File: src/rtl/div_pkg.sv
// Shared types and sizing for the restoring divider.
package div_pkg;
  localparam int DIV_WIDTH = 32;

  function automatic int cnt_w(input int w);
    return (w > 1) ? $clog2(w) : 1;
  endfunction

  localparam int CNT_W = cnt_w(DIV_WIDTH);

  typedef enum logic [1:0] {IDLE, RUN, DONE} state_e;
endpackage

File: src/rtl/restoring_divider_sub_step.sv
// One (WIDTH+1)-bit trial subtraction; borrow is the MSB of the difference.
module sub_step #(
  parameter int WIDTH = 32
) (
  input  logic [WIDTH:0]   minuend_i,
  input  logic [WIDTH-1:0] subtrahend_i,
  output logic [WIDTH-1:0] diff,
  output logic             borrow
);
  logic [WIDTH:0] full;

  assign full   = minuend_i - {1'b0, subtrahend_i};
  assign diff   = full[WIDTH-1:0];
  assign borrow = full[WIDTH];
endmodule

File: src/rtl/restoring_divider.sv
// Unsigned restoring divider: one quotient bit per RUN cycle, WIDTH cycles per divide.
module restoring_divider
  import div_pkg::*;
#(
  parameter int WIDTH = DIV_WIDTH
) (
  input  logic             clk,
  input  logic             rst,
  input  logic             start,
  input  logic [WIDTH-1:0] dividend,
  input  logic [WIDTH-1:0] divisor,
  output logic [WIDTH-1:0] quotient,
  output logic [WIDTH-1:0] remainder,
  output logic             busy,
  output logic             done,
  output logic             div_by_zero
);
  localparam int CW = cnt_w(WIDTH);

  state_e           state_q, state_d;
  logic [CW-1:0]    cnt_q, cnt_d;
  logic [WIDTH-1:0] rem_q, rem_d;
  logic [WIDTH-1:0] dvd_q, dvd_d;   // dividend shifts out MSB-first, quotient shifts in
  logic [WIDTH-1:0] dsr_q, dsr_d;
  logic [WIDTH-1:0] quo_q, quo_d;
  logic [WIDTH-1:0] res_q, res_d;
  logic             dbz_q, dbz_d;

  logic [WIDTH:0]   shifted;
  logic [WIDTH-1:0] trial;
  logic             borrow;
  logic [WIDTH-1:0] step_rem, step_quo;

  assign shifted = {rem_q, dvd_q[WIDTH-1]};

  sub_step #(.WIDTH(WIDTH)) u_step (
    .minuend_i   (shifted),
    .subtrahend_i(dsr_q),
    .diff        (trial),
    .borrow      (borrow)
  );

  // On borrow the shifted remainder is below the divisor, so its MSB is zero.
  assign step_rem = borrow ? shifted[WIDTH-1:0] : trial;
  assign step_quo = {dvd_q[WIDTH-2:0], ~borrow};

  always_comb begin
    state_d = state_q;
    cnt_d   = cnt_q;
    rem_d   = rem_q;
    dvd_d   = dvd_q;
    dsr_d   = dsr_q;
    quo_d   = quo_q;
    res_d   = res_q;
    dbz_d   = dbz_q;
    case (state_q)
      IDLE: begin
        if (start) begin
          if (divisor == '0) begin
            quo_d   = '1;
            res_d   = dividend;
            dbz_d   = 1'b1;
            state_d = DONE;
          end else begin
            dvd_d   = dividend;
            dsr_d   = divisor;
            rem_d   = '0;
            cnt_d   = '0;
            dbz_d   = 1'b0;
            state_d = RUN;
          end
        end
      end
      RUN: begin
        rem_d = step_rem;
        dvd_d = step_quo;
        cnt_d = cnt_q + 1'b1;
        if (cnt_q == CW'(WIDTH - 1)) begin
          quo_d   = step_quo;
          res_d   = step_rem;
          state_d = DONE;
        end
      end
      DONE:    state_d = IDLE;
      default: state_d = IDLE;
    endcase
  end

  always_ff @(posedge clk) begin
    if (rst) begin
      state_q <= IDLE;
      cnt_q   <= '0;
      rem_q   <= '0;
      dvd_q   <= '0;
      dsr_q   <= '0;
      quo_q   <= '0;
      res_q   <= '0;
      dbz_q   <= 1'b0;
    end else begin
      state_q <= state_d;
      cnt_q   <= cnt_d;
      rem_q   <= rem_d;
      dvd_q   <= dvd_d;
      dsr_q   <= dsr_d;
      quo_q   <= quo_d;
      res_q   <= res_d;
      dbz_q   <= dbz_d;
    end
  end

  assign quotient    = quo_q;
  assign remainder   = res_q;
  assign busy        = (state_q == RUN);
  assign done        = (state_q == DONE);
  assign div_by_zero = dbz_q;
endmodule

File: config.mk
export PLATFORM = sky130hd
export DESIGN_NAME = restoring_divider
export DESIGN_NICKNAME = d
export VERILOG_FILES = /design/src/rtl/div_pkg.sv /design/src/rtl/restoring_divider_sub_step.sv /design/src/rtl/restoring_divider.sv
export SDC_FILE = /design/constraint.sdc
export NUM_CORES = 1
export LEC_CHECK = 0
export ABC_AREA = 1
export ABC_CLOCK_PERIOD_IN_PS = 3000
export BUFFER_PORTS_ARGS = -buffer_cell sky130_fd_sc_hd__buf_2
export CELL_PAD_IN_SITES_DETAIL_PLACEMENT = 1
export CELL_PAD_IN_SITES_GLOBAL_PLACEMENT = 2
export CORE_ASPECT_RATIO = 2
export CORE_UTILIZATION = 32
export CTS_CLUSTER_SIZE = 20
export DETAILED_ROUTE_END_ITERATION = 10
export GPL_ROUTABILITY_DRIVEN = 0
export GPL_TIMING_DRIVEN = 0
export PLACE_DENSITY_LB_ADDON = 0.1
export SLEW_MARGIN = 40
export SYNTH_ARGS = -nofsm -noshare
export SYNTH_HDL_FRONTEND = slang
export SYNTH_SLANG_ARGS = --single-unit
File: constraint.sdc
create_clock -name clk -period 3 [get_ports clk]
set_clock_uncertainty 0.05 [all_clocks]
set_input_delay 0 -clock clk [delete_from_list [all_inputs] [get_ports clk]]
set_output_delay 0 -clock clk [all_outputs]
set_load 0.01 [all_outputs]
==> results_dict.tcl <==
set metrics [dict create \
    clockRootBuffer "sky130_fd_sc_hd__clkbuf_16" \
    die_w_um 131 \
    hp-class "in -> reg" \
    cts-buffers-inserted 17 \
    grt_max_degree 19 \
    multiplexer_share_of_the_synthesized_area_pct 0 \
    postRouteWirelength_mm 40.0 \
    synth-simple-area-share_pct 38.2 \
    fin_total_pwr_mw 6.41 \
    dominant_combinational_cell_family_by_area_after_synthesis "simple AND/OR/NAND/NOR gates" \
    flow.area_growth_from_synthesis_pct 23.1 \
    seq_cells_post_synth 168 \
    number_of_warnings_printed_during_yosys_synthesis 0 \
    vias 10613 \
    layout.area.seq_mm2 0.00336 \
    synth_compound_area_share_pct 9.28 \
    clock_sinks 168 \
    placed_area_mm2 0.0118 \
    nets 1934 \
    max_freq_mhz 370 \
    drive_above_1_share_pct 16.5 \
    i_o_pin_count 134 \
    slew_viol_final 0 \
    worst_slack_ns 0.296 \
    cp-start-kind "flop" \
    initialDrtViolationCount 283 \
    place.port_buffers 133 \
    pre_cts_slack_ns -0.0968 \
    worst-endpoint-required_ns 3.36 \
    core_area_mm2 0.0323 \
    crit_arrival_ns 3.07 \
    grt_pass1_vias 11469 \
    grt_use_met1_pct 24.5 \
    use_met2_pct 51.0 \
    ir_drop_worst_vdd_uv 446 \
    num_antenna_cells 0 \
    grt_most_used_layer "met2" \
    drc_errors 0 \
    floorplan.rows 93 \
    cp_cell_sequence "inv_1 > ha_1 > nand2_1 > nor2_2 > inv_1 > nor2_1 > nand4_1 > nand3_1 > nand2_1 > nand2_1 > nand3_2 > nand3_1 > nand2_1 > inv_1" \
    synth_area_in_xor_xnor_pct 1.24 \
    clock_tree.htree_level_count 4 \
    antenna_violations_before_repair 0 \
    cp_top_family "simple AND/OR/NAND/NOR gates" \
    post_synthesis_adder_cell_area_fraction_pct 4.20 \
    groute.layer.met3.usage_pct 2.47 \
    clock_path_buffers 2 \
    critical_path.max_fanout 5 \
    worst_path_largest_cell_delay_ns 0.44 \
    multi_input_comb_area_mm2 0.00560 \
    crit_buf_inv 3 \
    rsz0062_at_grt "false" \
    final_hold_violation_count 0 \
    track_usage_pct 24.9 \
    synth.distinct_cells 42 \
    maxSlewHeadroom_pct 53.4 \
    setup.worst_path.end_class "flop" \
    status "finished, final reports clean" \
    fillCellCount 4325 \
    final.period_utilization_pct 90.1 \
    p_per_area_mw_per_mm2 491 \
    synthesis.area_mm2 0.0106 \
    dieArea_mm2 0.0339 \
    syn_nets 1716 \
    grt_first_pass_wirelength_mm 62.1 \
    vias_per_cell 4.67 \
    mean_syn_cell_area_um2 6.56 \
    leakagePower_nw 7.15 \
    ant_nets 0 \
    finalCoreUtilization_pct 40.3 \
    die_h_um 259 \
    floorplan.initialDensity_pct 32.8 \
    setup_viol_count_final 0 \
    fin_area_mm2 0.0130 \
    cts_tree "done" \
    final_period_minus_worst_setup_slack_ns 2.70 \
    hpwlAfterDp_mm 33.4 \
    instance_count_of_the_mapped_netlist 1614 \
    max_cap_viol_count 0 \
    synth_seq_area_share_pct 31.7 \
    timing_worst_setup_path_type "reg -> reg" \
    clk_latency_ns 0.46 \
    cp_common_cell "sky130_fd_sc_hd__nand2_1" \
    dr.pass1.iters 4 \
    tightestPinTransition_ns 0.700 \
    overflow 0 \
    cts.clk_slew.worst_paths_ns 0.08 \
    critPathSlowestCell "sky130_fd_sc_hd__nor2_1" \
    routedWlPerCell_um 17.6 \
]
## worst min-delay path: stages
cell                       delay [ns]
sky130_fd_sc_hd__buf_2           0.11
sky130_fd_sc_hd__inv_1           0.07
sky130_fd_sc_hd__clkbuf_8        0.19
sky130_fd_sc_hd__buf_6           0.16
sky130_fd_sc_hd__nand2_1         0.06
sky130_fd_sc_hd__inv_1           0.03
## report_power, final
| part | internal, mW | switching (mW) | leakage [nW] | total, mW |
|---|---|---|---|---|
| logic | 0.563 | 1.10 | 5.49 | 1.66 |
| clock network | 1.11 | 1.12 | 0.280 | 2.23 |
| registers | 2.41 | 0.107 | 1.38 | 2.52 |
## layout make-up
class                           count  share of cell area, %
Buffer                             72                   4.21
Clock buffer                       18                   3.29
Clock inverter                     14                   1.16
Inverter                          287                   8.29
Multi-Input combinational cell   1087                   43.0
Sequential cell                   168                   25.8
Tap cell                          427                   4.10
Timing Repair Buffer              199                   10.2
## per-layer routing
metal  routed length (um)  share of wire, %  up-vias
li1                     -                 -     5450
met1                15000                37     4992
met2                23300                58      131
met3                  620               1.5       40
met4                 1140               2.8        0
met5                    0                 0        -
## kinds of logic (layout without fill, tap and decap cells)
| kind of cell | count (synthesis) | count (layout) |
|---|---|---|
| fa+ha+maj | 35 | 35 |
| simple gates | 877 | 877 |
| xor+xnor | 15 | 15 |
| compound gates | 160 | 160 |
| buf+inv | 359 | 590 |
| flops | 168 | 168 |
## cells in the mapped netlist
cell	count	area share (%)
sky130_fd_sc_hd__nand2_1	421	15
sky130_fd_sc_hd__inv_1	275	9.7
sky130_fd_sc_hd__nor2_1	185	6.6
sky130_fd_sc_hd__dfxtp_1	168	32
sky130_fd_sc_hd__nand3_1	126	6.0
sky130_fd_sc_hd__o21ai_0	72	3.4
sky130_fd_sc_hd__nand3_2	58	5.5
sky130_fd_sc_hd__a21oi_1	53	2.5
sky130_fd_sc_hd__nor3_1	43	2.0
sky130_fd_sc_hd__ha_1	34	4.0
sky130_fd_sc_hd__o211a_1	27	2.6
sky130_fd_sc_hd__clkbuf_1	21	0.74
sky130_fd_sc_hd__buf_2	17	0.80
sky130_fd_sc_hd__xor2_1	15	1.2
sky130_fd_sc_hd__inv_2	10	0.35
sky130_fd_sc_hd__nand2_2	10	0.59
sky130_fd_sc_hd__nand2_4	9	0.96
sky130_fd_sc_hd__buf_6	8	0.85
sky130_fd_sc_hd__nand4_1	8	0.47
sky130_fd_sc_hd__clkbuf_8	6	0.78
sky130_fd_sc_hd__and2_1	5	0.30
sky130_fd_sc_hd__buf_1	5	0.18
sky130_fd_sc_hd__buf_4	5	0.35
sky130_fd_sc_hd__buf_12	4	0.76
sky130_fd_sc_hd__a21oi_4	3	0.46
sky130_fd_sc_hd__nor2_2	3	0.18
sky130_fd_sc_hd__nor4_1	3	0.18
sky130_fd_sc_hd__a21o_1	2	0.14
sky130_fd_sc_hd__buf_8	2	0.28
sky130_fd_sc_hd__dlygate4sd3_1	2	0.19
sky130_fd_sc_hd__dlymetal6s2s_1	2	0.24
sky130_fd_sc_hd__or2_1	2	0.12
sky130_fd_sc_hd__a21oi_2	1	0.083
sky130_fd_sc_hd__clkinv_2	1	0.047
sky130_fd_sc_hd__fa_1	1	0.19
sky130_fd_sc_hd__inv_4	1	0.059
sky130_fd_sc_hd__nand3b_1	1	0.071
sky130_fd_sc_hd__nor2_4	1	0.11
sky130_fd_sc_hd__nor2_8	1	0.19
sky130_fd_sc_hd__nor3b_1	1	0.071
sky130_fd_sc_hd__o211ai_1	1	0.071
sky130_fd_sc_hd__o21bai_1	1	0.071
## metrics by stage
step / hold slack, ns / instances / TNS, ns
final: 0.163 / 2272 / 0
after global routing: 0.177 / 2272 / 0
after CTS: 0.155 / 2272 / 0
after detailed placement: 0.262 / 2174 / -0.712
after global placement: 0.246 / 2174 / -0.895
after floorplan: 0.0849 / 1614 / 0
## flip-flops by register name, summed over array words and instances, names as in the netlist
register     count
dsr_q           32
dvd_q           32
quotient        32
rem_q           32
remainder       32
cnt_q            5
state_q          2
div_by_zero      1
## timing repair
action,4_1_cts,5_1_grt
resized for setup,0,2
hold buffers,66,0
setup endpoints to repair,0,1
setup buffers,0,0
endpoints found under the hold margin,93,0
## cell usage in the layout (no fill, tap or decap), types with 17 or more instances in the layout
master / netlist / final
sky130_fd_sc_hd__nor3_1: 43 / 43
sky130_fd_sc_hd__nand2_1: 421 / 421
sky130_fd_sc_hd__ha_1: 34 / 34
sky130_fd_sc_hd__nand3_2: 58 / 58
sky130_fd_sc_hd__clkbuf_16: 0 / 17
sky130_fd_sc_hd__o21ai_0: 72 / 72
sky130_fd_sc_hd__o211a_1: 27 / 27
sky130_fd_sc_hd__a21oi_1: 53 / 53
sky130_fd_sc_hd__nor2_1: 185 / 185
sky130_fd_sc_hd__buf_2: 17 / 150
sky130_fd_sc_hd__clkbuf_1: 21 / 21
sky130_fd_sc_hd__inv_1: 275 / 275
sky130_fd_sc_hd__dlygate4sd3_1: 2 / 68
sky130_fd_sc_hd__dfxtp_1: 168 / 168
sky130_fd_sc_hd__nand3_1: 126 / 126
## worst paths after layout
check	startpoint	endpoint	slack, ns	cells after the start
max reg2reg	dsr_q[17]$_SDFFE_PP0P_	remainder[20]$_SDFFE_PP0P_	0.30	14
min reg2reg	dsr_q[28]$_SDFFE_PP0P_	dsr_q[28]$_SDFFE_PP0P_	0.42	2
max	dsr_q[17]$_SDFFE_PP0P_	remainder[20]$_SDFFE_PP0P_	0.30	14
min	rst	rem_q[6]$_SDFFE_PP0P_	0.16	6
Power figures use the tool's default switching activity.
